==> src/rtl/cv_flag_unit_if.sv <==
// Execute-stage ALU control <-> flag unit bundle: decoder/ALU side drives, flag unit consumes and answers.
interface cv_flag_unit_if;
  logic       StallE;
  logic       FlushE;
  logic [3:0] CondE;
  logic       SetFlagsE;
  logic [2:0] CVUpdate;
  logic [3:0] ALUFlags;
  logic       ShifterCarryOut;
  logic       KeepCarryE;
  logic       addCarry;
  logic       RegtoCPSR;
  logic [3:0] CPSRWriteData;
  logic       CondExE;
  logic [1:0] PreviousCVFlag;
  logic       CFlagKeptE;
  logic [3:0] FlagsOut;

  modport master (
    output StallE, FlushE, CondE, SetFlagsE, CVUpdate, ALUFlags, ShifterCarryOut,
           KeepCarryE, addCarry, RegtoCPSR, CPSRWriteData,
    input  CondExE, PreviousCVFlag, CFlagKeptE, FlagsOut
  );

  modport slave (
    input  StallE, FlushE, CondE, SetFlagsE, CVUpdate, ALUFlags, ShifterCarryOut,
           KeepCarryE, addCarry, RegtoCPSR, CPSRWriteData,
    output CondExE, PreviousCVFlag, CFlagKeptE, FlagsOut
  );
endinterface

==> src/rtl/cv_flag_unit.sv <==
// Architectural NZCV owner, condition-code evaluator and split-add carry holder for the execute stage.
// Latency: CondExE/PreviousCVFlag combinational from the registers; state updates on the next clk edge; StallE freezes all state.
module cv_flag_unit #(
  parameter logic [3:0] RESET_FLAGS = 4'b0000
) (
  input logic         clk,
  input logic         reset,
  cv_flag_unit_if.slave aluCtl
);

  logic [3:0] flags;
  logic       keptCarry;
  logic       keptVld;
  logic       condEx;
  logic       upd;
  logic       nxtC;
  logic       nxtV;
  logic       unusedCvMarker;

  wire flagN = flags[3];
  wire flagZ = flags[2];
  wire flagC = flags[1];
  wire flagV = flags[0];

  always_comb begin
    condEx = 1'b1;
    case (aluCtl.CondE)
      4'b0000: condEx = flagZ;
      4'b0001: condEx = ~flagZ;
      4'b0010: condEx = flagC;
      4'b0011: condEx = ~flagC;
      4'b0100: condEx = flagN;
      4'b0101: condEx = ~flagN;
      4'b0110: condEx = flagV;
      4'b0111: condEx = ~flagV;
      4'b1000: condEx = flagC & ~flagZ;
      4'b1001: condEx = ~flagC | flagZ;
      4'b1010: condEx = (flagN == flagV);
      4'b1011: condEx = (flagN != flagV);
      4'b1100: condEx = ~flagZ & (flagN == flagV);
      4'b1101: condEx = flagZ | (flagN != flagV);
      default: condEx = 1'b1;
    endcase
  end

  assign upd = ~aluCtl.StallE & ~aluCtl.FlushE & condEx;

  // The adder carry is already ARM not-borrow, so the subtract marker plays no part in selection.
  assign nxtC = aluCtl.CVUpdate[2] ? aluCtl.ALUFlags[1] : aluCtl.ShifterCarryOut;
  assign nxtV = (aluCtl.CVUpdate[2] & ~aluCtl.CVUpdate[1]) ? aluCtl.ALUFlags[0] : flagV;
  assign unusedCvMarker = aluCtl.CVUpdate[0];

  always_ff @(posedge clk) begin
    if (reset) begin
      flags <= RESET_FLAGS;
    end else if (upd) begin
      if (aluCtl.RegtoCPSR) begin
        flags <= aluCtl.CPSRWriteData;
      end else if (aluCtl.SetFlagsE) begin
        flags <= {aluCtl.ALUFlags[3], aluCtl.ALUFlags[2], nxtC, nxtV};
      end
    end
  end

  // A squashed first micro-op must not leave a carry behind for whatever follows.
  always_ff @(posedge clk) begin
    if (reset) begin
      keptCarry <= 1'b0;
      keptVld   <= 1'b0;
    end else if (~aluCtl.StallE & aluCtl.FlushE) begin
      keptCarry <= 1'b0;
      keptVld   <= 1'b0;
    end else if (upd & aluCtl.KeepCarryE) begin
      keptCarry <= aluCtl.ALUFlags[1];
      keptVld   <= 1'b1;
    end else if (upd & aluCtl.addCarry & keptVld) begin
      keptCarry <= 1'b0;
      keptVld   <= 1'b0;
    end
  end

  assign aluCtl.CondExE        = condEx;
  assign aluCtl.PreviousCVFlag = flags[1:0];
  assign aluCtl.CFlagKeptE     = keptCarry;
  assign aluCtl.FlagsOut       = flags;

endmodule

==> src/flat_wrapper.sv <==
// flat-port wrapper written by rule: the top's interface ports become plain ports
module cv_flag_unit_flat 
#(
  parameter logic [3:0] RESET_FLAGS = 4'b0000
)
  (clk, reset, aluCtl_StallE, aluCtl_FlushE, aluCtl_CondE, aluCtl_SetFlagsE, aluCtl_CVUpdate, aluCtl_ALUFlags, aluCtl_ShifterCarryOut, aluCtl_KeepCarryE, aluCtl_addCarry, aluCtl_RegtoCPSR, aluCtl_CPSRWriteData, aluCtl_CondExE, aluCtl_PreviousCVFlag, aluCtl_CFlagKeptE, aluCtl_FlagsOut);
  cv_flag_unit_if aluCtl_i ();
  input logic clk;
  input logic reset;
  input wire logic [$bits(aluCtl_i.StallE)-1:0] aluCtl_StallE;
  input wire logic [$bits(aluCtl_i.FlushE)-1:0] aluCtl_FlushE;
  input wire logic [$bits(aluCtl_i.CondE)-1:0] aluCtl_CondE;
  input wire logic [$bits(aluCtl_i.SetFlagsE)-1:0] aluCtl_SetFlagsE;
  input wire logic [$bits(aluCtl_i.CVUpdate)-1:0] aluCtl_CVUpdate;
  input wire logic [$bits(aluCtl_i.ALUFlags)-1:0] aluCtl_ALUFlags;
  input wire logic [$bits(aluCtl_i.ShifterCarryOut)-1:0] aluCtl_ShifterCarryOut;
  input wire logic [$bits(aluCtl_i.KeepCarryE)-1:0] aluCtl_KeepCarryE;
  input wire logic [$bits(aluCtl_i.addCarry)-1:0] aluCtl_addCarry;
  input wire logic [$bits(aluCtl_i.RegtoCPSR)-1:0] aluCtl_RegtoCPSR;
  input wire logic [$bits(aluCtl_i.CPSRWriteData)-1:0] aluCtl_CPSRWriteData;
  output wire logic [$bits(aluCtl_i.CondExE)-1:0] aluCtl_CondExE;
  output wire logic [$bits(aluCtl_i.PreviousCVFlag)-1:0] aluCtl_PreviousCVFlag;
  output wire logic [$bits(aluCtl_i.CFlagKeptE)-1:0] aluCtl_CFlagKeptE;
  output wire logic [$bits(aluCtl_i.FlagsOut)-1:0] aluCtl_FlagsOut;
  assign aluCtl_i.StallE = aluCtl_StallE;
  assign aluCtl_i.FlushE = aluCtl_FlushE;
  assign aluCtl_i.CondE = aluCtl_CondE;
  assign aluCtl_i.SetFlagsE = aluCtl_SetFlagsE;
  assign aluCtl_i.CVUpdate = aluCtl_CVUpdate;
  assign aluCtl_i.ALUFlags = aluCtl_ALUFlags;
  assign aluCtl_i.ShifterCarryOut = aluCtl_ShifterCarryOut;
  assign aluCtl_i.KeepCarryE = aluCtl_KeepCarryE;
  assign aluCtl_i.addCarry = aluCtl_addCarry;
  assign aluCtl_i.RegtoCPSR = aluCtl_RegtoCPSR;
  assign aluCtl_i.CPSRWriteData = aluCtl_CPSRWriteData;
  assign aluCtl_CondExE = aluCtl_i.CondExE;
  assign aluCtl_PreviousCVFlag = aluCtl_i.PreviousCVFlag;
  assign aluCtl_CFlagKeptE = aluCtl_i.CFlagKeptE;
  assign aluCtl_FlagsOut = aluCtl_i.FlagsOut;
  cv_flag_unit #(.RESET_FLAGS(RESET_FLAGS)) u_core (.clk(clk), .reset(reset), .aluCtl(aluCtl_i));
endmodule
==> config.mk <==
export PLATFORM = sky130hd
export DESIGN_NAME = cv_flag_unit_flat
export DESIGN_NICKNAME = d
export VERILOG_FILES = /design/src/rtl/cv_flag_unit_if.sv /design/src/rtl/cv_flag_unit.sv /design/src/flat_wrapper.sv
export SDC_FILE = /design/constraint.sdc
export NUM_CORES = 1
export LEC_CHECK = 0
export BUFFER_PORTS_ARGS = -buffer_cell sky130_fd_sc_hd__buf_2
export CAP_MARGIN = 10
export CORE_AREA = 2 2 39 41
export CTS_CLUSTER_SIZE = 16
export DETAILED_ROUTE_END_ITERATION = 10
export DIE_AREA = 0 0 41 43
export GPL_TIMING_DRIVEN = 0
export PLACE_DENSITY_LB_ADDON = 0.25
export SLEW_MARGIN = 10
export SYNTH_ARGS = -nofsm -noshare
export SYNTH_HDL_FRONTEND = slang
export SYNTH_SLANG_ARGS = --single-unit
==> constraint.sdc <==
create_clock -name clk -period 3.4 [get_ports clk]
set_input_delay 0.68 -clock clk [delete_from_list [all_inputs] [get_ports clk]]
set_output_delay 0.68 -clock clk [all_outputs]
set_load 0.01 [all_outputs]
==> results.json <==
{
  "post_cts_hold_buffer_count": 0,
  "drt.antenna.violating_nets": 0,
  "die_area_um2": 1760,
  "clockPowerShare_pct": 32.2,
  "mappedNetlistArea_um2": 537,
  "utilization_pct": 52.4,
  "final.setup.worst_slack_ns": 0.844,
  "drv.max_cap_violation_count": 0,
  "worst_slew_pin_slew_ns": 0.460,
  "std_cell_rows": 14,
  "synth_warnings": 0,
  "detail_route.first_pass.iterations": 4,
  "clock_latency_ns": 0.25,
  "final_hold_viol_count": 0,
  "critical_path_class": "in2out",
  "number_of_cts_inserted_buffers": 3,
  "grt_max_degree": 11,
  "most_common_library_cell_in_the_layout_ignoring_fill_and_taps": "sky130_fd_sc_hd__buf_2",
  "flow.area_growth_from_synthesis_pct": 35.0,
  "post_cts.repair.setup_buffers": 0,
  "num_io_pins": 32,
  "post-route-min-period_ns": 2.56,
  "syn-mean-instance-area_um2": 8.13,
  "vias_per_cell": 5.08,
  "drv_slew": 0,
  "clkSlewWorstSetupHoldPaths_ns": 0.05,
  "worst_setup_path_end_kind": "output port",
  "hold_path.class": "reg2reg",
  "setup_viol_count_final": 0,
  "cts.htree.levels": 1,
  "grt_usage_pct": 14.9,
  "cp_data_arrival_time_ns": 1.88,
  "clock_sinks": 6,
  "power.switching_w": 0.0000599,
  "postSynthRegisterBits": 6,
  "power.share.switching_pct": 28.9,
  "setup_repair_after_global_routing_missed_its_margin": "no",
  "port-buffer-count": 29,
  "antennaDiodeCount": 0,
  "post_route_cells_drive_above_1_share_pct": 39.8,
  "power.internal_w": 0.000147,
  "final.setup_skew_ns": 0.00118,
  "synth_nets": 90,
  "placement.setup.worst_slack_ns": 0.843,
  "initialDrtViolationCount": 12,
  "coreArea_um2": 1380,
  "wirelength_mm": 1.15,
  "finalSetupTns_ns": 0,
  "layout_common_cells": "sky130_fd_sc_hd__buf_2, sky130_fd_sc_hd__nand2_1, sky130_fd_sc_hd__a21oi_1",
  "p_leak_nw": 0.370,
  "run_status": "completed",
  "hpwlAfterDp_um": 946,
  "timing.fmax_ghz": 0.391,
  "drc": 0,
  "power_frac_seq_pct": 37.2,
  "pwr_density_cell_nw_per_um2": 286,
  "timing.hold.ws_ns": 0.459,
  "final_min_period_over_clock_period_pct": 75.2,
  "cp_data_required_time_ns": 2.72,
  "clock_tree_from_tritoncts": "built",
  "die_height_um": 43,
  "netlist-cell-type-count": 27,
  "overflow": 0,
  "vias": 579,
  "cts_root_buffer": "sky130_fd_sc_hd__clkbuf_4",
  "slew_headroom_pct": 68.4,
  "cts_resized": 0,
  "worst_ir_drop_on_vdd_v": 0.000150,
  "power_w": 0.000207,
  "chipWidth_um": 41,
  "share_comb_of_total_power_pct": 30.6,
  "detail_route.wl_per_cell_um": 10.1,
  "clock_tree.buffer_depth": 2,
  "routabilityCongestion": 0.760,
  "sequential_area_share_after_synthesis_pct": 22.4,
  "worst_setup_path_start_kind": "input port",
  "via_count_of_the_first_global_routing_pass": 457,
  "postSynthCellCount": 66,
  "initial_utilization_pct": 38.8,
  "grt_first_pass_wirelength_mm": 1.79,
  "finalNetCount": 124,
  "initial_antenna_violation_count": 0,
  "critPathMaxFanout": 6
}
==> final cells by class <==
type	count	area [µm²]
flip-flops and latches	6	120
inverters	5	18.8
fillers	140	659
well taps	16	20.0
clock buffers	3	22.5
multi-input cells	52	379
repair buffers	29	145
plain buffers	3	18.8
==> Yosys cell counts, drive strengths merged <==
cell,n,area share (%)
nand2b,1,1.2
nor2,2,1.4
a22oi,1,1.4
o311a,1,4.0
a2111oi,1,1.6
nand3b,1,1.4
dfxtp,6,22
inv,5,3.5
clkbuf,1,0.70
nor2b,2,2.3
o211ai,1,1.4
nor3,1,0.93
a211o,1,1.6
xnor2,1,1.6
mux2i,6,11
a21oi,8,7.5
o32ai,1,1.6
o21ai,2,1.9
o221a,3,6.3
buf,2,2.8
xnor3,1,4.2
nand2,10,7.0
and3b,3,5.1
xor2,1,1.6
o22ai,1,1.2
nor3b,3,4.2
==> critical path, stage by stage <==
cell and delay, ns:
sky130_fd_sc_hd__buf_2 0.13, sky130_fd_sc_hd__and3b_1 0.18, sky130_fd_sc_hd__a22oi_1 0.18, sky130_fd_sc_hd__mux2i_1 0.46
sky130_fd_sc_hd__nand2_1 0.09, sky130_fd_sc_hd__buf_2 0.15
==> power groups by stage <==
| stage | Combinational, W | Clock (W) | Sequential (W) |
|---|---|---|---|
| 2_1_floorplan | 0.0000365 | 0 | 0.0000790 |
| 6_report | 0.0000633 | 0.0000666 | 0.0000770 |
| 3_3_place_gp | 0.0000633 | 0 | 0.0000784 |
| 5_1_grt | 0.0000706 | 0.0000690 | 0.0000776 |
| 4_1_cts | 0.0000638 | 0.0000665 | 0.0000771 |
| 3_5_place_dp | 0.0000636 | 0 | 0.0000784 |
==> through the flow <==
stage               instance area, µm²  std cells
global placement                   702        111
detailed placement                 702        111
finish                             724        114
global route                       724        114
floorplan                          537         66
CTS                                724        114
==> cell families after synthesis <==
logic type      synth area share [%]
compound gates                  28.4
xor+xnor                        7.46
buf+inv                         6.99
flops                           22.4
mux                             11.2
simple gates                    23.5
==> state kept, by name, summed over array words and instances, names as in the netlist <==
name and flops:
u_core.aluCtl.CFlagKeptE 1, u_core.aluCtl.FlagsOut 4, u_core.keptVld 1
==> path summary, 6_finish.rpt <==
| path | start | endpoint | slack, ns | cells past startpoint |
|---|---|---|---|---|
| min reg2reg | u_core.keptVld$_SDFFE_PP0P_ | u_core.keptVld$_SDFFE_PP0P_ | 0.46 | 2 |
| min | u_core.keptVld$_SDFFE_PP0P_ | u_core.keptVld$_SDFFE_PP0P_ | 0.46 | 2 |
| max reg2reg | u_core.aluCtl.FlagsOut[0]$_SDFFE_PP0P_ | u_core.aluCtl.FlagsOut[3]$_SDFFE_PP0P_ | 1.58 | 5 |
| max | aluCtl_CondE[2] | aluCtl_CondExE | 0.84 | 6 |
==> per-layer routing <==
layer	GRT usage [%]	wire, µm	up-vias	part of all wire (%)
met1	18.3	541	241	47
met2	21.9	500	25	43
li1	-	-	309	-
met4	10.0	19	0	1.6
met3	3.14	90	4	7.8
met5	0	0	-	0
(Power assumes the default switching activity.)
